==> config.mk <==
export PLATFORM = sky130hd
export DESIGN_NAME = ctrl_decode_pipe
export DESIGN_NICKNAME = d
export VERILOG_FILES = /design/src/rtl/ctrl_decode_pipe.sv
export SDC_FILE = /design/constraint.sdc
export NUM_CORES = 1
export LEC_CHECK = 0
export CORE_ASPECT_RATIO = 1.75
export CORE_MARGIN = 4
export CORE_UTILIZATION = 35
export DETAILED_ROUTE_END_ITERATION = 12
export HOLD_SLACK_MARGIN = 0.1
export SETUP_SLACK_MARGIN = 0.2
export SKIP_CTS_REPAIR_TIMING = 1
export SLEW_MARGIN = 15
export SYNTH_ARGS = -nofsm -noshare
export SYNTH_HDL_FRONTEND = slang
export SYNTH_SLANG_ARGS = --single-unit
==> constraint.sdc <==
create_clock -name clk -period 4 [get_ports clk]
set_input_delay 0.6 -clock clk [delete_from_list [all_inputs] [get_ports clk]]
set_output_delay 0.6 -clock clk [all_outputs]
set_load 0.01 [all_outputs]
==> src/rtl/ctrl_decode_pipe.sv <==
// MIPS-subset decode stage: decodes the ID instruction into the control bundle, registers it
// into ID/EX, and owns load-use bubbles, flush/stall handling and the exit-syscall halt FSM.
module ctrl_decode_pipe #(
   parameter int unsigned ALUOP_W   = 4,
   parameter int unsigned DRAIN_CYC = 3,
   parameter bit          EN_SH     = 1'b1,
   parameter bit          EN_BLEZ   = 1'b1
) (
   input  logic                 clk,
   input  logic                 rst_n,
   input  logic [31:0]          instr_i,
   input  logic                 id_valid_i,
   input  logic                 stall_i,
   input  logic                 flush_i,
   input  logic                 v0_is_ten_i,
   output logic [ALUOP_W+14:0]  ex_ctrl_o,
   output logic                 ex_valid_o,
   output logic [4:0]           ex_wreg_o,
   output logic                 ex_illegal_o,
   output logic                 load_use_o,
   output logic                 halted_o
);

   localparam int unsigned CtrlW  = ALUOP_W + 15;
   localparam int unsigned CntW   = 4;
   localparam int unsigned PosMtr = ALUOP_W + 5;
   localparam int unsigned PosSys = ALUOP_W + 14;

   localparam logic [ALUOP_W-1:0] AluSll  = ALUOP_W'(0);
   localparam logic [ALUOP_W-1:0] AluSra  = ALUOP_W'(1);
   localparam logic [ALUOP_W-1:0] AluSrl  = ALUOP_W'(2);
   localparam logic [ALUOP_W-1:0] AluAdd  = ALUOP_W'(5);
   localparam logic [ALUOP_W-1:0] AluSub  = ALUOP_W'(6);
   localparam logic [ALUOP_W-1:0] AluAnd  = ALUOP_W'(7);
   localparam logic [ALUOP_W-1:0] AluOr   = ALUOP_W'(8);
   localparam logic [ALUOP_W-1:0] AluNor  = ALUOP_W'(10);
   localparam logic [ALUOP_W-1:0] AluSlt  = ALUOP_W'(11);
   localparam logic [ALUOP_W-1:0] AluSltu = ALUOP_W'(12);
   localparam logic [ALUOP_W-1:0] AluNone = ALUOP_W'(13);

   localparam logic [1:0] ExtSign  = 2'b00;
   localparam logic [1:0] ExtZero  = 2'b01;
   localparam logic [1:0] ExtShamt = 2'b10;

   localparam logic [CtrlW-1:0] BubbleCtrl = CtrlW'({AluNone, 2'b00});

   typedef enum logic [1:0] {StRun, StDrain, StHalted} state_e;

   logic [5:0] op, fn;
   logic [4:0] rs, rt, rd;
   logic       unused_shamt;

   assign op = instr_i[31:26];
   assign rs = instr_i[25:21];
   assign rt = instr_i[20:16];
   assign rd = instr_i[15:11];
   assign fn = instr_i[5:0];
   assign unused_shamt = ^instr_i[10:6];

   logic [ALUOP_W-1:0] aluop;
   logic [1:0]         extop;
   logic reg_dst, alu_src, reg_wr, mem_to_reg, mem_wr;
   logic is_sh, is_blez, is_beq, is_bne, is_j, is_jal, is_jr, is_sys, dec_illegal;
   logic [CtrlW-1:0]   dec_ctrl;
   logic [4:0]         dec_wreg;
   logic               rt_use;

   always_comb begin
      aluop = AluNone;
      extop = ExtSign;
      reg_dst = 1'b0; alu_src = 1'b0; reg_wr = 1'b0; mem_to_reg = 1'b0; mem_wr = 1'b0;
      is_sh = 1'b0; is_blez = 1'b0; is_beq = 1'b0; is_bne = 1'b0;
      is_j = 1'b0; is_jal = 1'b0; is_jr = 1'b0; is_sys = 1'b0;
      dec_illegal = 1'b0;
      case (op)
         6'h00: begin
            case (fn)
               6'h00, 6'h02, 6'h03: begin
                  aluop   = (fn == 6'h00) ? AluSll : (fn == 6'h03) ? AluSra : AluSrl;
                  extop   = ExtShamt;
                  alu_src = 1'b1;
                  reg_dst = 1'b1;
                  reg_wr  = 1'b1;
               end
               6'h20, 6'h21, 6'h22, 6'h24, 6'h25, 6'h27, 6'h2a, 6'h2b: begin
                  reg_dst = 1'b1;
                  reg_wr  = 1'b1;
                  case (fn)
                     6'h22:   aluop = AluSub;
                     6'h24:   aluop = AluAnd;
                     6'h25:   aluop = AluOr;
                     6'h27:   aluop = AluNor;
                     6'h2a:   aluop = AluSlt;
                     6'h2b:   aluop = AluSltu;
                     default: aluop = AluAdd;
                  endcase
               end
               6'h08:   is_jr  = 1'b1;
               6'h0c:   is_sys = 1'b1;
               default: dec_illegal = 1'b1;
            endcase
         end
         6'h02: is_j = 1'b1;
         6'h03: begin
            is_jal = 1'b1;
            reg_wr = 1'b1;
         end
         6'h04: is_beq = 1'b1;
         6'h05: is_bne = 1'b1;
         6'h06: begin
            if (EN_BLEZ) is_blez = 1'b1;
            else         dec_illegal = 1'b1;
         end
         6'h08, 6'h09, 6'h0a, 6'h0c, 6'h0d: begin
            alu_src = 1'b1;
            reg_wr  = 1'b1;
            case (op)
               6'h0a:   aluop = AluSlt;
               6'h0c:   begin aluop = AluAnd; extop = ExtZero; end
               6'h0d:   begin aluop = AluOr;  extop = ExtZero; end
               default: aluop = AluAdd;
            endcase
         end
         6'h23: begin
            aluop = AluAdd; alu_src = 1'b1; reg_wr = 1'b1; mem_to_reg = 1'b1;
         end
         6'h2b: begin
            aluop = AluAdd; alu_src = 1'b1; mem_wr = 1'b1;
         end
         6'h29: begin
            if (EN_SH) begin
               aluop = AluAdd; alu_src = 1'b1; mem_wr = 1'b1; is_sh = 1'b1;
            end else begin
               dec_illegal = 1'b1;
            end
         end
         default: dec_illegal = 1'b1;
      endcase
   end

   assign dec_ctrl = {is_sys, is_jr, is_jal, is_j, is_bne, is_beq, is_blez, is_sh, mem_wr,
                      mem_to_reg, reg_wr, alu_src, reg_dst, aluop, extop};
   assign dec_wreg = reg_dst ? rd : (is_jal ? 5'd31 : rt);
   assign rt_use   = (op == 6'h00) || (op == 6'h04) || (op == 6'h05) ||
                     (op == 6'h2b) || (op == 6'h29);

   logic [CtrlW-1:0] ctrl_q, ctrl_d;
   logic             valid_q, valid_d, illegal_q, illegal_d;
   logic [4:0]       wreg_q, wreg_d;
   state_e           state_q, state_d;
   logic [CntW-1:0]  cnt_q, cnt_d;

   assign load_use_o = id_valid_i & valid_q & ctrl_q[PosMtr] & (wreg_q != 5'd0) &
                       ((wreg_q == rs) | (rt_use & (wreg_q == rt)));

   always_comb begin
      state_d = state_q;
      cnt_d   = cnt_q;
      unique case (state_q)
         StRun: begin
            if (valid_q && ctrl_q[PosSys] && v0_is_ten_i && !stall_i) begin
               state_d = StDrain;
               cnt_d   = CntW'(DRAIN_CYC - 1);
            end
         end
         StDrain: begin
            if (cnt_q == '0) state_d = StHalted;
            else             cnt_d   = cnt_q - 1'b1;
         end
         StHalted: state_d = StHalted;
         default:  state_d = StRun;
      endcase
   end

   // Draining/halted bubbles win over stall so the pipe empties even if held.
   always_comb begin
      ctrl_d    = ctrl_q;
      valid_d   = valid_q;
      illegal_d = illegal_q;
      wreg_d    = wreg_q;
      if (flush_i || (state_q != StRun) || (!stall_i && load_use_o)) begin
         ctrl_d    = BubbleCtrl;
         valid_d   = 1'b0;
         illegal_d = 1'b0;
         wreg_d    = 5'd0;
      end else if (!stall_i) begin
         ctrl_d    = dec_ctrl;
         valid_d   = id_valid_i;
         illegal_d = id_valid_i & dec_illegal;
         wreg_d    = dec_wreg;
      end
   end

   always_ff @(posedge clk or negedge rst_n) begin
      if (!rst_n) begin
         ctrl_q    <= '0;
         valid_q   <= 1'b0;
         illegal_q <= 1'b0;
         wreg_q    <= 5'd0;
         state_q   <= StRun;
         cnt_q     <= '0;
      end else begin
         ctrl_q    <= ctrl_d;
         valid_q   <= valid_d;
         illegal_q <= illegal_d;
         wreg_q    <= wreg_d;
         state_q   <= state_d;
         cnt_q     <= cnt_d;
      end
   end

   assign ex_ctrl_o    = ctrl_q;
   assign ex_valid_o   = valid_q;
   assign ex_illegal_o = illegal_q;
   assign ex_wreg_o    = wreg_q;
   assign halted_o     = (state_q == StHalted);

endmodule

# Word level (Yosys, flattened, before mapping)
# Index checks and enable logic that the tools add are counted.
[totals] n_memories=0 latchBits=0 mem_bits_rw=0 reg_bits=32 rom_bits=0 elab_cells=122
[classes] n_div=0 reduce_logical=31 shift=0 bitwise=7 add_sub_neg=1 n_mux=44 magnitude_cmp=0 n_eq_ne=33 mul=0
[op_table] operator="6-bit equality test (second input constant)" count=11
[op_table] operator="6-bit by 4-bit equality test with 1-bit output (second input constant)" count=7
[op_table] operator="19-bit two-way mux" count=2
[op_table] operator="13-bit OR reduction" count=2
[op_table] operator="6-bit by 2-bit equality test with 1-bit output (second input constant)" count=4
[op_table] operator="4-bit one-hot mux with 3 select lines" count=2
[op_table] operator="4-bit one-hot mux with 6 select lines" count=1
[op_table] operator="1-bit two-way mux" count=21
[op_table] operator="5-bit two-way mux" count=4
[op_table] operator="6-bit by 3-bit equality test with 1-bit output (second input constant)" count=3
[op_table] operator="4-bit one-hot mux with 2 select lines" count=2
[op_table] operator="8-bit OR reduction" count=2
[op_table] operator="6-bit zero test" count=2
[op_table] operator="11-bit OR reduction" count=1
[op_table] operator="5-bit equality test" count=2
[op_table] operator="2-bit two-way mux" count=5
[op_table] operator="4-bit two-way mux" count=2
[op_table] operator="7-bit OR reduction" count=1
[op_table] operator="1-bit AND" count=6
[op_table] operator="1-bit logical OR" count=6
[op_table] operator="2-bit inequality test (second input constant)" count=3
[op_table] operator="1-bit one-hot mux with 2 select lines" count=3
[op_table] operator="2-bit one-hot mux with 3 select lines" count=1
[op_table] operator="3-bit OR reduction" count=2
[op_table] operator="16 further kinds" count=21

# Depth between registers and ports, before layout
# Gate-level depths: netlist of run 1.
[logic_depth] depth_word=11 ltp_mapped=7

# Worst setup path after synthesis of run 1
# OpenSTA, ideal clock, no wires.
[synth_timing] path_kind="reg2out" start="register wreg_q[1] (netlist: ex_wreg_o[1])" end="output load_use_o" path_slack_ps=1787 required_time_ps=3400 t_arrival_ps=1613 stages_incl_launch_ff=5 path_cell_list="dfrtp_1 > or4_4 > o2111ai_4 > nand4b_2 > o21ai_0"
[synth_between] elab_chain_len=4 word_cells_on_any_way=7 cone_classes="eq/ne (2); bitwise (4); reduce/logical (1)"
[synth_rtl] element="start: declaration" line_no="149" source="logic [4:0] wreg_q, wreg_d;"
[synth_rtl] element="start signal: assignment" line_no="206" source="wreg_q <= wreg_d;"
[synth_rtl] element="5-bit equality test" line_no="154" source="((wreg_q == rs) | (rt_use & (wreg_q == rt)));"
[synth_rtl] element="1-bit AND" line_no="154"
[synth_rtl] element="1-bit bitwise OR" line_no="154"
[synth_rtl] element="1-bit AND (*)" line_no="153" source="assign load_use_o = id_valid_i & valid_q & ctrl_q[PosMtr] & (wreg_q != 5'd0) &"
[synth_rtl] element="end: declaration" line_no="20" source="output logic load_use_o,"
# Every way passes the cells marked *; elsewhere a longest branch is shown, timed or not.

# Worst setup path after layout of run 1
[layout_timing] start="input instr_i[29]" end="output load_use_o"
[layout_between] elab_chain_len=8 word_cells_on_any_way=12 cone_classes="eq/ne (4); bitwise (3); reduce/logical (5)"
[layout_rtl] element="start: declaration" line_no="11" source="input logic [31:0] instr_i,"
[layout_rtl] element="6-bit by 3-bit equality test with 1-bit output / 6-bit zero test (equally long branches)" line_no="144" source="assign rt_use = (op == 6'h00) || (op == 6'h04) || (op == 6'h05) ||"
[layout_rtl] element="1-bit logical OR (3 in series)" line_no="144"
[layout_rtl] element="1-bit logical OR (*)" line_no="145" source="(op == 6'h2b) || (op == 6'h29);"
[layout_rtl] element="1-bit AND (*)" line_no="154"
[layout_rtl] element="1-bit bitwise OR (*)" line_no="154"
[layout_rtl] element="1-bit AND (*)" line_no="153"
# Marked as above.

==> flow_summary.yaml, run 1 <==
global_route:
  grt_overflow: 0
  grt_pass1_vias: 2157
  grt_max_degree: 33
  grt_pass1_wl_um: 10300
  grtUsageTotal: 0.174
  antenna_found_initial: 0
place:
  dp_hpwl_um: 4740
  place.gp.congestion: 0.774
  dp_slack_ns: 0.735
  portBuffers: 60
worst_setup_path:
  reg2reg_depth: 5
  cp.required_ns: 3.40
  crit_path_end_kind: "output pin"
  path_class: "in -> out"
  critPathArrivalTime_ns: 2.72
  timing.rr.end: "ex_ctrl_o[18]"
  crit_fanout: 13
  r2r-start: "ex_wreg_o[1]"
  worstSetupStartpointType: "input pin"
  r2r_slack_ns: 1.73
  endpoint: "load_use_o"
  worstSetupStartpoint: "instr_i[29]"
sta:
  fmax_ghz: 0.301
  period_share: 0.830
  fin_crit_ns: 3.32
  finalClockSkew_ns: 0.00778
  finalSetupTns_ns: 0
  tightest_slew_ns: 0.786
  drv_slew: 0
  hold_viol_final: 0
  rsz0062_at_grt: "no"
  max-slew-margin-rel: 0.473
  setup_viol: 0
  setup_ws_ns: 0.681
logic_synthesis:
  synth-seq-area-share: 0.362
  syn_avg_cell_area_sq_um: 8.82
  syn-cell-area_sq_mm: 0.00221
  synth_warnings: 0
  yosys-top-cells-count: "dfrtp_1, nand2_1, nor2_1, clkbuf_1, o21ai_0"
  syn_nets: 295
  synth.largest_area_cell: "dfrtp_1"
  synth_ff_type: "dfrtp_1"
  synthArstFlopShare: 1.00
  synth_seq_cells: 32
  synth_edf_count: 0
  synth_most_common_cell: "dfrtp_1"
  synth_area_leaders: "dfrtp_1, nand2_1, nor2_1"
  synth_top_area_frac: 0.362
  syn-instance-count: 251
  ys_types: 54
layout:
  areaGrowthSynthToFinish_pct: 35.4
  num_antenna_cells: 0
  drive_above_1_share: 0.0874
  nNetsFinal: 352
power:
  leakagePower_nw: 1.20
  max-vdd-ir-drop_mv: 0.114
  p_per_area_mw_per_mm2: 354
drt:
  via_count: 2129
  wire_per_inst_um: 15.8
  ant_nets: 0
  firstDrtPassIters: 4
  route.detailed.drc: 0
  wirelength_um: 6160
  drt_iter0_markers: 81
  vias_per_cell: 5.47
clock_tree:
  clock-sinks: 32
  path_clk_slew_ns: 0.06
  htree_num_levels: 2
  cts_tree: "built"
  cts_buffers: 5
  clk_path_buf_depth: 2
  clkLatencyLatePin_ns: 0.28
  ctsRootBufferMaster: "clkbuf_8"
floorplan:
  ios: 66
  die_x_um: 68.1
  die_h_um: 113
  initial_core_util: 0.358
  row_count: 38
  core-area_sq_mm: 0.00618
  fp.dieArea_sq_mm: 0.00771
min_path:
  hp-class: "reg -> reg"
flow_run:
  timing.max_cap.violations: 0
run_status:
  status: "completed"
==> through the flow <==
stage                     instances  power (W)  instance area (sq um)   util  hold slack (ns)
after floorplan                 251   0.000631                   2210      -            0.304
after global placement          381   0.000756                   2890  0.468            0.470
after detailed placement        381   0.000765                   2890  0.468            0.470
after CTS                       389    0.00108                   3000  0.485            0.485
after global routing            389    0.00115                   3000  0.485            0.514
final                           389    0.00106                   3000  0.485            0.482
==> final cells by class <==
cell class | count | area [sq um]
fill | 629 | 3180
multi-input combinational | 192 | 1300
sequential | 32 | 801
timing repair buffer | 66 | 646
tap | 80 | 100
clock buffer | 6 | 72.6
inverter | 11 | 41.3
clock inverter | 2 | 35.0
==> worst min path at each step <==
stage,start,to,slack [ns],depth (start not counted)
finish,ex_ctrl_o[10],ex_ctrl_o[10],0.48,2
global placement,ex_ctrl_o[6],ex_ctrl_o[6],0.47,2
detailed placement,ex_ctrl_o[10],ex_ctrl_o[10],0.47,2
CTS,ex_ctrl_o[10],ex_ctrl_o[10],0.49,2
global route,ex_ctrl_o[3],ex_ctrl_o[3],0.51,2
floorplan,rst_n,cnt_q[0],0.30,0
==> sequential cells by signal (all words and copies together) (netlist names) <==
name / cells
ex_valid_o: 1
ex_illegal_o: 1
ex_ctrl_o: 19
state_q: 2
ex_wreg_o: 5
cnt_q: 4
==> kinds of logic after synthesis <==
family,after synthesis,synth area share
adder cells (fa/ha/maj),6,0.0339
buffers and inverters,27,0.0497
XOR/XNOR,13,0.0514
AO/OA/AOI/OAI,68,0.249
flip-flops,32,0.362
AND/OR/NAND/NOR,105,0.254
==> power by group <==
group,switching [W],internal [W],total [W]
registers,0.0000372,0.000364,0.000402
clock network,0.000124,0.000185,0.000308
logic,0.000193,0.000158,0.000351
==> critical path, cell delays in order <==
cell and delay [ns]:
clkdlybuf4s50_1 0.75, inv_1 0.23, o2bb2ai_1 0.24, nand4b_2 0.19, o21ai_0 0.12, clkdlybuf4s50_1 0.58
==> layer usage <==
layer | vias to the layer above | part of all wire | track usage | wire, um
met5 | - | 0 | 0 | 0
met4 | 0 | 0.026 | 0.0784 | 162
met3 | 13 | 0.046 | 0.0238 | 283
met2 | 68 | 0.55 | 0.309 | 3370
met1 | 1018 | 0.38 | 0.198 | 2350
li1 | 1030 | - | - | -
==> placed cells by master, fill, tap and decap left out, drive strengths merged, types with 2 or more instances in the layout <==
master,Yosys,routed
dfrtp,32,32
a21oi,6,6
a31oi,4,4
nor4,4,4
nor3,7,7
a221o,2,2
clkbuf,14,6
o211ai,2,2
and3b,5,5
o22ai,3,3
a22o,4,4
nand2b,10,10
or3,5,5
nand4,2,2
a211oi,2,2
xor2,10,10
o31ai,7,7
inv,11,11
buf,2,6
ha,6,6
clkdlybuf4s50,0,60
nand3,5,5
a32oi,2,2
nor2b,3,3
o21ai,18,18
nand2,26,26
xnor2,3,3
or4,4,4
a32o,3,3
nand3b,3,3
nand4b,2,2
nor2,24,24
and3,2,2
o41ai,5,5
Note: power is estimated with default switching activity, not from simulation.
==> run 2, diff against run 1 <==
==> constraint.sdc (replaced) <==
create_clock -name clk -period 3.3 [get_ports clk]
set_input_delay 0.495 -clock clk [delete_from_list [all_inputs] [get_ports clk]]
set_output_delay 0.495 -clock clk [all_outputs]
set_load 0.01 [all_outputs]
==> run 2 against run 1 <==
  * Wire length increased by 0.88%
  * Power is 22% higher
  * Final cell count increased by 1.0%
  * Cell area rose by 1.0%
  * Largest power group unchanged
==> flow_summary.yaml, run 2 (synthesis gave the netlist of run 1 again) <==
global_route:
  grt_max_degree: 33
  grt_overflow: 0
  antenna_found_initial: 0
  grtUsageTotal: 0.174
  grt_pass1_vias: 2194
  grt_pass1_wl_um: 10300
worst_setup_path:
  reg2reg_depth: 5
  crit_slowest_cell: "clkdlybuf4s50_1"
  r2r-start: "ex_wreg_o[1]"
  critPathArrivalTime_ns: 2.43
  critPathMostFrequentCell: "clkdlybuf4s50_1"
  r2r_slack_ns: 1.00
  crit_chain: "clkdlybuf4s50_1 -> nand3b_1 -> o2bb2ai_1 -> nand4b_2 -> o21ai_0 -> clkdlybuf4s50_1"
  crit_path_end_kind: "output pin"
  max_stage_delay_ns: 0.59
  timing.rr.end: "ex_ctrl_o[18]"
  worstSetupStartpointType: "input pin"
  cp.required_ns: 2.80
  crit_fanout: 6
  path_class: "in -> out"
power:
  sw_frac_of_total: 0.334
  p_clk_frac: 0.291
  finalPower_w: 0.00129
  pwr-share-seq: 0.378
  max-vdd-ir-drop_mv: 0.177
  p_per_area_mw_per_mm2: 426
  pwr-share-comb: 0.332
  power_switching_w: 0.000431
  leakagePower_nw: 1.22
  p_int_w: 0.000858
layout:
  layout_common_cells: "clkdlybuf4s50_1, dfrtp_1, nand2_1"
  nNetsFinal: 356
  finish.utilization: 0.490
  multi_input_area_sq_mm: 0.00130
  num_antenna_cells: 0
  seq_area_sq_um: 801
  areaGrowthSynthToFinish_pct: 36.8
  drive_above_1_share: 0.0990
  fillers: 646
  final_common_cell: "clkdlybuf4s50_1"
  largest_reg_flops: 19
drt:
  firstDrtPassIters: 4
  wire_per_inst_um: 15.8
  route.detailed.drc: 0
  vias_per_cell: 5.37
  wirelength_um: 6210
  via_count: 2111
  ant_nets: 0
  drt_iter0_markers: 83
clock_tree:
  clkLatencyLatePin_ns: 0.29
  cts_tree: "built"
  htree_num_levels: 2
  path_clk_slew_ns: 0.06
  ctsRootBufferMaster: "clkbuf_8"
  clk_path_buf_depth: 2
  cts_buffers: 5
  clock-sinks: 32
floorplan:
  die_h_um: 113
  initial_core_util: 0.358
  fp.dieArea_sq_mm: 0.00771
  core-area_sq_mm: 0.00618
  die_x_um: 68.1
  row_count: 38
  ios: 66
sta:
  finalClockSkew_ns: 0.00705
  max-slew-margin-rel: 0.579
  setup_viol: 0
  period_share: 0.886
  fin_crit_ns: 2.92
  hold_viol_final: 0
  tightest_slew_ns: 0.629
  fmax_ghz: 0.342
  hold_ws_ns: 0.478
  setup_ws_ns: 0.377
  rsz0062_at_grt: "no"
  finalSetupTns_ns: 0
  drv_slew: 0
min_path:
  hp-class: "reg -> reg"
  holdPathStages: 2
  hp-start: "ex_ctrl_o[10]"
  min_to: "ex_ctrl_o[10]"
place:
  dp_slack_ns: 0.392
  dp_hpwl_um: 4860
  place.gp.congestion: 0.833
  portBuffers: 60
flow_run:
  timing.max_cap.violations: 0
run_status:
  status: "completed"
run 2: worst max-delay path by stage:
| stage | startpoint | endpoint | slack, ns | cells past startpoint |
|---|---|---|---|---|
| 2_1_floorplan | ex_wreg_o[1] | load_use_o | 1.19 | 4 |
| 5_1_grt | instr_i[31] | load_use_o | 0.27 | 6 |
| 4_1_cts | ex_wreg_o[1] | load_use_o | 0.38 | 5 |
| 3_5_place_dp | instr_i[31] | load_use_o | 0.39 | 6 |
| 6_report | instr_i[31] | load_use_o | 0.38 | 6 |
| 3_3_place_gp | instr_i[31] | load_use_o | 0.40 | 6 |
run 2: critical path: cells and delay by family:
family,cells,cell delay (ns)
and+or+nand+nor,2,0.40
AOI/OAI and AO/OA,2,0.37
buffers and inverters,2,1.17
run 2: final cells by class:
cell class,instances,share of cell area
clock buffers,6,0.0240
repair buffers,70,0.223
well taps,80,0.0330
flip-flops and latches,32,0.264
multi-input cells,192,0.430
inverters,11,0.0136
clock inverters,2,0.0116
run 2: layer usage:
layer  vias to the layer above  global-route usage  routed length (um)
met1                      1004               0.192                2330
met5                         -                   0                   0
li1                       1034                   -                   -
met4                         0              0.0797                 168
met2                        59               0.313                3410
met3                        14              0.0248                 309
run 2: metrics by stage:
stage	instances	area, sq um
after floorplan	251	2210
after global placement	385	2920
after detailed placement	385	2920
after CTS	393	3030
after global routing	393	3030
final	393	3030
run 2: power groups by stage:
stage | registers (W) | logic (W) | clock network [W]
finish | 0.000487 | 0.000428 | 0.000375
global route | 0.000495 | 0.000488 | 0.000399
CTS | 0.000489 | 0.000434 | 0.000384
detailed placement | 0.000496 | 0.000433 | 0
global placement | 0.000493 | 0.000428 | 0
floorplan | 0.000489 | 0.000275 | 0
